<file path="config.mk">
export PLATFORM = sky130hd
export DESIGN_NAME = mem_access_unit_flat
export DESIGN_NICKNAME = d
export VERILOG_FILES = /design/src/rtl/mem_access_unit_if.sv /design/src/rtl/mem_access_unit.sv /design/src/flat_wrapper.sv
export SDC_FILE = /design/constraint.sdc
export NUM_CORES = 1
export LEC_CHECK = 0
export CORE_ASPECT_RATIO = 0.7
export CORE_MARGIN = 1
export CORE_UTILIZATION = 40
export DETAILED_ROUTE_END_ITERATION = 8
export GPL_ROUTABILITY_DRIVEN = 0
export PLACE_DENSITY_LB_ADDON = 0.25
export SETUP_SLACK_MARGIN = 0.05
export SLEW_MARGIN = 20
export SYNTH_ARGS = -nofsm -noshare
export SYNTH_HDL_FRONTEND = slang
export SYNTH_SLANG_ARGS = --single-unit
</file>
<file path="constraint.sdc">
create_clock -name clock -period 2.15 [get_ports clock]
set_input_delay 0.3225 -clock clock [delete_from_list [all_inputs] [get_ports clock]]
set_output_delay 0.3225 -clock clock [all_outputs]
set_load 0.02 [all_outputs]
</file>
<file path="src/rtl/mem_access_unit_if.sv">
// Memory-stage request channel plus the dmemory32 RAM port of mem_access_unit.
// slave = the access unit itself; master = its surroundings (CPU memory stage and RAM).
interface mem_access_unit_if;
  logic        req;
  logic        we;
  logic [1:0]  size;
  logic        sext;
  logic [31:0] addr;
  logic [31:0] wdata;
  logic        ready;
  logic        done;
  logic [31:0] rdata;
  logic        err;
  logic        memWrite;
  logic [31:0] address;
  logic [31:0] writeData;
  logic [31:0] readData;

  modport slave (
    input  req, we, size, sext, addr, wdata, readData,
    output ready, done, rdata, err, memWrite, address, writeData
  );

  modport master (
    output req, we, size, sext, addr, wdata, readData,
    input  ready, done, rdata, err, memWrite, address, writeData
  );
endinterface

</file>
<file path="src/rtl/mem_access_unit.sv">
// Byte/halfword/word load-store initiator for a 32-bit RAM; sub-word stores use read-modify-write.
// Optional MEM_MISALIGN_CHECK_EN: misaligned halfword/word requests complete at once with err=1.
module mem_access_unit #(
  parameter int RD_LAT = 1
) (
  input  logic             clock,
  input  logic             rst_n,
  mem_access_unit_if.slave bus
);
  typedef enum logic [2:0] {IDLE, RD, CAP, WR, DONE} stateT;

  stateT       stateReg, stateNext;
  logic [1:0]  rdCntReg, rdCntNext;
  logic        weReg;
  logic [1:0]  sizeReg;
  logic        sextReg;
  logic [1:0]  offsetReg;
  logic [15:0] wdataReg;

  logic        readyReg, readyNext;
  logic        doneReg, doneNext;
  logic        errReg, errNext;
  logic        memWriteReg, memWriteNext;
  logic [31:0] addressReg, addressNext;
  logic [31:0] writeDataReg, writeDataNext;
  logic [31:0] rdataReg, rdataNext;

  logic        accept;
  logic        misaligned;
  logic        wordStore;
  logic [7:0]  laneByte;
  logic [15:0] laneHalf;
  logic [31:0] loadValue;
  logic [31:0] mergedWord;

  assign accept    = (stateReg == IDLE) && bus.req;
  assign wordStore = bus.we && bus.size[1];

  always_comb begin
`ifdef MEM_MISALIGN_CHECK_EN
    misaligned = (bus.size == 2'd1) ? bus.addr[0] : (bus.size[1] && (bus.addr[1:0] != 2'b00));
`else
    misaligned = 1'b0;
`endif
  end

  // Lane extraction for loads and lane merge for sub-word stores, both from the captured RAM word.
  always_comb begin
    laneByte = bus.readData[{offsetReg, 3'b000} +: 8];
    laneHalf = bus.readData[{offsetReg[1], 4'b0000} +: 16];
    unique case (sizeReg)
      2'd0:    loadValue = {{24{sextReg & laneByte[7]}}, laneByte};
      2'd1:    loadValue = {{16{sextReg & laneHalf[15]}}, laneHalf};
      default: loadValue = bus.readData;
    endcase
    mergedWord = bus.readData;
    if (sizeReg == 2'd0) begin
      mergedWord[{offsetReg, 3'b000} +: 8] = wdataReg[7:0];
    end else begin
      mergedWord[{offsetReg[1], 4'b0000} +: 16] = wdataReg;
    end
  end

  always_comb begin
    stateNext     = stateReg;
    rdCntNext     = rdCntReg;
    readyNext     = 1'b0;
    doneNext      = 1'b0;
    errNext       = 1'b0;
    memWriteNext  = 1'b0;
    addressNext   = addressReg;
    writeDataNext = writeDataReg;
    rdataNext     = rdataReg;
    unique case (stateReg)
      IDLE: begin
        readyNext = 1'b1;
        if (bus.req) begin
          readyNext = 1'b0;
          rdCntNext = 2'd0;
          if (misaligned) begin
            stateNext = DONE;
            doneNext  = 1'b1;
            errNext   = 1'b1;
          end else if (wordStore) begin
            stateNext     = WR;
            memWriteNext  = 1'b1;
            addressNext   = {bus.addr[31:2], 2'b00};
            writeDataNext = bus.wdata;
          end else begin
            stateNext   = RD;
            addressNext = {bus.addr[31:2], 2'b00};
          end
        end
      end
      RD: begin
        if (rdCntReg == 2'(RD_LAT - 1)) begin
          stateNext = CAP;
        end else begin
          rdCntNext = rdCntReg + 2'd1;
        end
      end
      CAP: begin
        if (weReg) begin
          stateNext     = WR;
          memWriteNext  = 1'b1;
          writeDataNext = mergedWord;
        end else begin
          stateNext = DONE;
          doneNext  = 1'b1;
          rdataNext = loadValue;
        end
      end
      WR: begin
        stateNext = DONE;
        doneNext  = 1'b1;
      end
      DONE: begin
        stateNext = IDLE;
        readyNext = 1'b1;
      end
      default: begin
        stateNext = IDLE;
        readyNext = 1'b1;
      end
    endcase
  end

  always_ff @(posedge clock or negedge rst_n) begin
    if (!rst_n) begin
      stateReg     <= IDLE;
      rdCntReg     <= 2'd0;
      readyReg     <= 1'b1;
      doneReg      <= 1'b0;
      errReg       <= 1'b0;
      memWriteReg  <= 1'b0;
      addressReg   <= 32'd0;
      writeDataReg <= 32'd0;
      rdataReg     <= 32'd0;
    end else begin
      stateReg     <= stateNext;
      rdCntReg     <= rdCntNext;
      readyReg     <= readyNext;
      doneReg      <= doneNext;
      errReg       <= errNext;
      memWriteReg  <= memWriteNext;
      addressReg   <= addressNext;
      writeDataReg <= writeDataNext;
      rdataReg     <= rdataNext;
    end
  end

  // Request fields are held here so the requester may change its inputs right after acceptance.
  always_ff @(posedge clock or negedge rst_n) begin
    if (!rst_n) begin
      weReg     <= 1'b0;
      sizeReg   <= 2'd0;
      sextReg   <= 1'b0;
      offsetReg <= 2'd0;
      wdataReg  <= 16'd0;
    end else if (accept) begin
      weReg     <= bus.we;
      sizeReg   <= bus.size;
      sextReg   <= bus.sext;
      offsetReg <= bus.addr[1:0];
      wdataReg  <= bus.wdata[15:0];
    end
  end

  assign bus.ready     = readyReg;
  assign bus.done      = doneReg;
  assign bus.err       = errReg;
  assign bus.memWrite  = memWriteReg;
  assign bus.address   = addressReg;
  assign bus.writeData = writeDataReg;
  assign bus.rdata     = rdataReg;
endmodule

</file>
<file path="src/flat_wrapper.sv">
// flat-port wrapper written by rule: the top's interface ports become plain ports
module mem_access_unit_flat 
#(
  parameter int RD_LAT = 1
)
  (clock, rst_n, bus_req, bus_we, bus_size, bus_sext, bus_addr, bus_wdata, bus_readData, bus_ready, bus_done, bus_rdata, bus_err, bus_memWrite, bus_address, bus_writeData);
  mem_access_unit_if bus_i ();
  input  logic clock;
  input  logic rst_n;
  input wire logic [$bits(bus_i.req)-1:0] bus_req;
  input wire logic [$bits(bus_i.we)-1:0] bus_we;
  input wire logic [$bits(bus_i.size)-1:0] bus_size;
  input wire logic [$bits(bus_i.sext)-1:0] bus_sext;
  input wire logic [$bits(bus_i.addr)-1:0] bus_addr;
  input wire logic [$bits(bus_i.wdata)-1:0] bus_wdata;
  input wire logic [$bits(bus_i.readData)-1:0] bus_readData;
  output wire logic [$bits(bus_i.ready)-1:0] bus_ready;
  output wire logic [$bits(bus_i.done)-1:0] bus_done;
  output wire logic [$bits(bus_i.rdata)-1:0] bus_rdata;
  output wire logic [$bits(bus_i.err)-1:0] bus_err;
  output wire logic [$bits(bus_i.memWrite)-1:0] bus_memWrite;
  output wire logic [$bits(bus_i.address)-1:0] bus_address;
  output wire logic [$bits(bus_i.writeData)-1:0] bus_writeData;
  assign bus_i.req = bus_req;
  assign bus_i.we = bus_we;
  assign bus_i.size = bus_size;
  assign bus_i.sext = bus_sext;
  assign bus_i.addr = bus_addr;
  assign bus_i.wdata = bus_wdata;
  assign bus_i.readData = bus_readData;
  assign bus_ready = bus_i.ready;
  assign bus_done = bus_i.done;
  assign bus_rdata = bus_i.rdata;
  assign bus_err = bus_i.err;
  assign bus_memWrite = bus_i.memWrite;
  assign bus_address = bus_i.address;
  assign bus_writeData = bus_i.writeData;
  mem_access_unit #(.RD_LAT(RD_LAT)) u_core (.clock(clock), .rst_n(rst_n), .bus(bus_i));
endmodule
</file>
# Yosys cells after proc, flatten, opt, wreduce, memory -nomap -nowiden
# Index checks and enable logic that the tools add are counted.
word_totals:
  ff_bits: 124
  output_inout_bits: 100
  word_cells: 71
  inputBits: 103
op_classes:
  n_mux: 24
  n_reduce_logical: 13
  bitwise_logic: 3
  n_addsub: 3
  shifts: 6
  eq_ne: 9
ops:
  columns: ["operator", "count"]
  rows:
  - ["32-bit two-way mux", 4]
  - ["32-bit one-hot mux with 2 select lines", 2]
  - ["32-bit bitwise mux", 2]
  - ["16-bit by 7-bit variable shift with 32-bit output, first input constant", 1]
  - ["8-bit by 7-bit variable shift with 32-bit output, first input constant", 1]
  - ["16-bit by 7-bit variable part select with 32-bit output", 1]
  - ["32-bit by 6-bit variable part select with 16-bit output", 1]
  - ["32-bit by 6-bit variable part select with 8-bit output", 1]
  - ["8-bit by 7-bit variable part select with 32-bit output", 1]
  - ["5-bit negator with 7-bit output", 2]
  - ["3-bit one-hot mux with 4 select lines", 1]
  - ["3-bit two-way mux", 3]
  - ["3-bit by 2-bit equality test with 1-bit output, second input constant", 2]
  - ["2-bit two-way mux", 3]
  - ["2-bit by 1-bit != test with 1-bit output, second input constant", 3]
  - ["1-bit one-hot mux with 2 select lines", 3]
  - ["2-bit AND reduction", 3]
  - ["1-bit two-way mux", 5]
  - ["2-bit logical NOT", 2]
  - ["2-bit != test, second input constant", 2]
  - ["2-bit one-hot mux with 2 select lines", 1]
  - ["4-bit AND reduction", 1]
  - ["2-bit nonzero test", 2]
  - ["3-bit by 1-bit equality test with 1-bit output, second input constant", 1]
  - ["8 further kinds", 10]

# Logic depth before layout (Yosys ltp)
depth:
  ltp_word: 6
  mapped_depth: 9
  ltp_nobuf: 6

# Worst setup path before layout
# No wires, ideal clock.
synth_timing:
  path_kind: "register to register"
  from: "reg u_core.offsetReg[0]"
  to: "reg u_core.writeDataReg[6] (netlist: u_core.bus.writeData[6])"
  path_slack_ns: -0.021
  n_path_buf: 3
  synth_period_minus_slack_ns: 2.171
  setup_ns: 0.126
  arrival_ns: 2.045
  t_required_ns: 2.024
  path_stages_with_launch: 10
  cell_sequence: "dfrtp_1 clkbuf_1 inv_1 ha_1 buf_2 and4bb_2 buf_1 a221o_1 a22oi_1 a21oi_1"
synth_between:
  elab_chain_cells: 6
  word_cells_on_any_way: 7
  cone_classes: "1 x add/sub; 2 x shift; 4 x mux"
synth_lines:
  columns: ["item", "line_no", "rtl"]
  rows:
  - ["start: declaration", "mem_access_unit.sv:17", "logic [1:0] offsetReg;"]
  - ["start signal: assignment", "mem_access_unit.sv:164", "offsetReg <= bus.addr[1:0];"]
  - ["5-bit negator with 7-bit output (*)", "mem_access_unit.sv:58", "mergedWord[{offsetReg, 3'b000} +: 8] = wdataReg[7:0];"]
  - ["8-bit by 7-bit variable part select with 32-bit output or 8-bit by 7-bit variable shift with 32-bit output (tied branches)", "mem_access_unit.sv:58", null]
  - ["32-bit bitwise mux (*)", "mem_access_unit.sv:58", null]
  - ["32-bit two-way mux (*)", "mem_access_unit.sv:57", "if (sizeReg == 2'd0) begin"]
  - ["32-bit two-way mux (*)", "mem_access_unit.sv:103", "if (weReg) begin"]
  - ["32-bit one-hot mux with 2 select lines (*)", "mem_access_unit.sv:74", "unique case (stateReg)"]
  - ["end signal: assignment", "mem_access_unit.sv:147", "writeDataReg <= writeDataNext;"]
  - ["end: declaration", "mem_access_unit.sv:25", "logic [31:0] writeDataReg, writeDataNext;"]
# Mark *: on every way between the ends. The rest lies on a longest branch, timed or not. The select of a mux whose other input is x is not followed.
# A chain may end at the register's enable or synchronous reset.

# Worst setup path after layout
layout_timing:
  from: "reg u_core.offsetReg[0]"
  to: "reg u_core.writeDataReg[23] (netlist: u_core.bus.writeData[23])"
# The elaborated chain is that of the path after synthesis.

==> flow_summary.yaml <==
setup_path:
  path_max_fanout: 8
  rr_worst_depth: 6
  cpPeakStageDelay_ns: 0.53
  worstSetupPathDepth: 6
  cp_top_family: "compound AO/OA/AOI/OAI gates"
  path_cells: "inv_1 > ha_1 > or3b_1 > o22ai_1 > o21ai_1 > a31oi_1"
  start_kind: "flop"
  crit_type: "reg2reg"
  cp_slowest_cell: "or3b_1"
  arrival_ns: 2.34
  required_ns: 2.48
  cp_num_buf_inv: 1
  cp-end-kind: "flop"
synthesis:
  synth_seq_cells: 124
  syn_area_per_cell_sq_um: 9.69
  synthTopCellsByArea: "dfrtp_1 47%, mux2_2 8.5%, mux2i_1 4.8%"
  synth.distinct_cells: 48
  synth_edf_count: 0
  ys.flop_type: "dfrtp_1"
  syn_inst: 682
  synth_area_leader_cell: "dfrtp_1"
  ys_seq_area_share_pct: 47.0
  ys_async_sr_fraction_pct: 100
  yosys_warnings: 0
  syn_area_sq_um: 6610
  netlist.area_leader.share_pct: 46.6
timing:
  min_period_ns: 2.01
  max_slew_margin_pct: 62.4
  setup_viol: 0
  slew_viol_final: 0
  fmax_ghz: 0.497
  skew_ns: 0.00996
  worst_pin_slew_ns: 0.565
  fin_crit_sh_pct: 93.5
  finalHoldViolations: 0
  rsz0062_at_grt: "no"
finish:
  final_cells: 1097
  diodes: 0
  multi_input_area_sq_um: 3070
  nets: 974
  drive_gt1_share_pct: 13.5
  seq_area_sq_um: 3110
  filler_cell_count: 1319
  synthToLayoutAreaGrowth_pct: 43.0
routing:
  wl_met1_microns: 9100
  routed.top_layer: "met4"
  wl_met3_microns: 2030
  via_per_inst: 5.62
  drt_first_iter_violations: 669
  drc_errors: 0
  routed_wl_microns: 21200
  route.met2.wl_microns: 9640
  dr.pass1.iters: 6
  ant_nets: 0
  routed-via-count: 6163
  wl_per_cell_microns: 19.3
cts:
  postCtsSetupBuffers: 0
  htreeDepth: 4
  cts_buffers: 17
  cts_root_buf: "clkbuf_16"
  cts_tree: "done"
  cts_buffer_depth: 2
  cts.sinks: 124
  insertion_delay_ns: 0.42
  clk_pin_slew_ns: 0.06
floorplan:
  die_w_microns: 156
  num_rows: 38
  start_util_pct: 41.8
  num_io_pins: 203
  coreArea_sq_um: 15800
  die_y_microns: 110
  die_area_sq_um: 17100
power_and_ir_drop:
  power.total_w: 0.0156
  p_leak_nw: 3.97
  peakVddDrop_mv: 0.850
  powerDensity_nw_per_um2: 1650
outcome:
  outcome: "finished clean"
global_routing:
  grt_pass1_vias: 6122
  grt_pass1_wl_microns: 33300
  antenna_found_initial: 0
  grt_start_max_net_pins: 66
  grt-ovfl-total: 0
  grt_usage_pct: 26.0
flow_run:
  cap_viol_max_count: 0
hold_path:
  min_path_type: "in2async"
placement:
  io_buffer_count: 199
  dp_hpwl_microns: 15400
  dp_cells: 1065
-- metal layers --
metal	GRT usage (%)	vias to the layer above
met4	8.75	0
met3	7.73	41
met2	40.2	322
met1	34.8	2989
met5	0	-
li1	-	2811
-- synthesized netlist by cell type (2+ instances only) --
library cell,n
buf_1,7
a22oi_1,8
o32ai_1,6
a222oi_1,7
mux2_2,50
a31oi_1,25
inv_1,33
or2_2,2
a21oi_1,42
clkbuf_1,18
mux2i_1,32
nor2_1,48
buf_4,10
dfrtp_1,123
and3_1,8
buf_2,22
nand3_1,40
nor2b_1,2
nand2_1,78
nand4b_1,2
nor3_1,2
o21ai_1,20
o22ai_1,17
nand3b_1,9
ha_1,6
a221o_1,8
a211oi_1,10
buf_6,5
o21ai_0,22
or3b_1,2
-- worst reg2reg max path: stages, from the launching register on --
cell and delay, ns:
dfrtp_1 0.35, inv_1 0.11, ha_1 0.38, or3b_1 0.53, o22ai_1 0.23, o21ai_1 0.13
a31oi_1 0.19
-- area by class of cell --
cell class	instances	share of cell area, %
sequential	124	32.9
multi-input combinational	465	32.5
tap	220	2.91
clock inverter	6	1.14
timing repair buffer	224	24.0
clock buffer	25	5.35
inverter	33	1.31
-- registers in the layout, indices dropped and copies added (netlist names) --
signal                count
u_core.bus.writeData     32
u_core.offsetReg          2
u_core.wdataReg          16
u_core.bus.address       30
u_core.sextReg            1
u_core.sizeReg            2
u_core.bus.memWrite       1
u_core.stateReg           3
u_core.weReg              1
u_core.bus.rdata         32
u_core.rdCntReg           2
u_core.bus.ready          1
u_core.bus.done           1
-- power breakdown --
group          internal [W]  switching [W]
registers           0.00350       0.000936
logic               0.00373        0.00441
clock network       0.00197        0.00102
total               0.00920        0.00636
-- final timing paths --
check                                     from                  endpoint  slack (ns)
min reg2reg                u_core.bus.rdata[4]       u_core.bus.rdata[4]        0.49
min                                      rst_n    u_core.bus.address[14]        0.44
max                        u_core.offsetReg[0]  u_core.bus.writeData[23]        0.14
min in group clock               bus_wdata[30]  u_core.bus.writeData[30]        0.48
max reg2reg                u_core.offsetReg[0]  u_core.bus.writeData[23]        0.14
max in group asynchronous                rst_n          u_core.bus.ready        0.99
-- logic make-up (layout without fill, tap and decap cells) --
logic type      count (synthesis)  in the layout  synth area share (%)
simple gates                  199            199                  14.1
buf+inv                        95            288                  6.95
mux                            83             83                  13.8
compound gates                174            174                  17.0
flops                         124            124                  47.0
fa+ha+maj                       6              6                  1.14
other cells                     1              3                0.0567
-- what timing repair did --
| item | in CTS | in global routing |
|---|---|---|
| setup endpoints to repair | 0 | 33 |
| resized for setup | 0 | 4 |
| hold buffers | 1 | 0 |
| endpoints found under the hold margin | 36 | 0 |
-- placed cells by master, fill, tap and decap left out, types with 2 or more instances in the layout --
cell type / n
a22oi_1: 8
a221o_1: 8
ha_1: 5
nand3_1: 40
nand2_1: 78
mux2_2: 50
clkbuf_8: 5
a222oi_1: 7
bufinv_16: 3
buf_12: 7
a21oi_1: 42
and3_1: 8
nor2_1: 48
clkinv_2: 2
o22ai_1: 17
clkbuf_16: 17
o21ai_0: 22
clkdlybuf4s50_1: 198
nor2b_1: 2
o21ai_1: 20
or3b_4: 2
nand4b_1: 2
nor3_1: 2
conb_1: 3
inv_1: 33
a31oi_1: 25
o32ai_1: 6
or2_2: 2
buf_4: 18
clkbuf_1: 3
mux2i_1: 32
nand3b_1: 9
a211oi_1: 10
dfrtp_1: 122
-- through the flow --
stage	utilization [%]	setup TNS [ns]	setup WS [ns]	hold WS, ns	area (sq um)
2_1_floorplan	-	0	0.0520	0.0269	6620
3_3_place_gp	55.7	0	0.0207	0.342	8820
3_5_place_dp	55.7	-0.918	-0.0723	0.350	8820
4_1_cts	59.6	0	0.0685	0.466	9440
5_1_grt	59.7	0	0.0616	0.480	9450
6_report	59.7	0	0.139	0.444	9450
(Power assumes the default switching activity.)
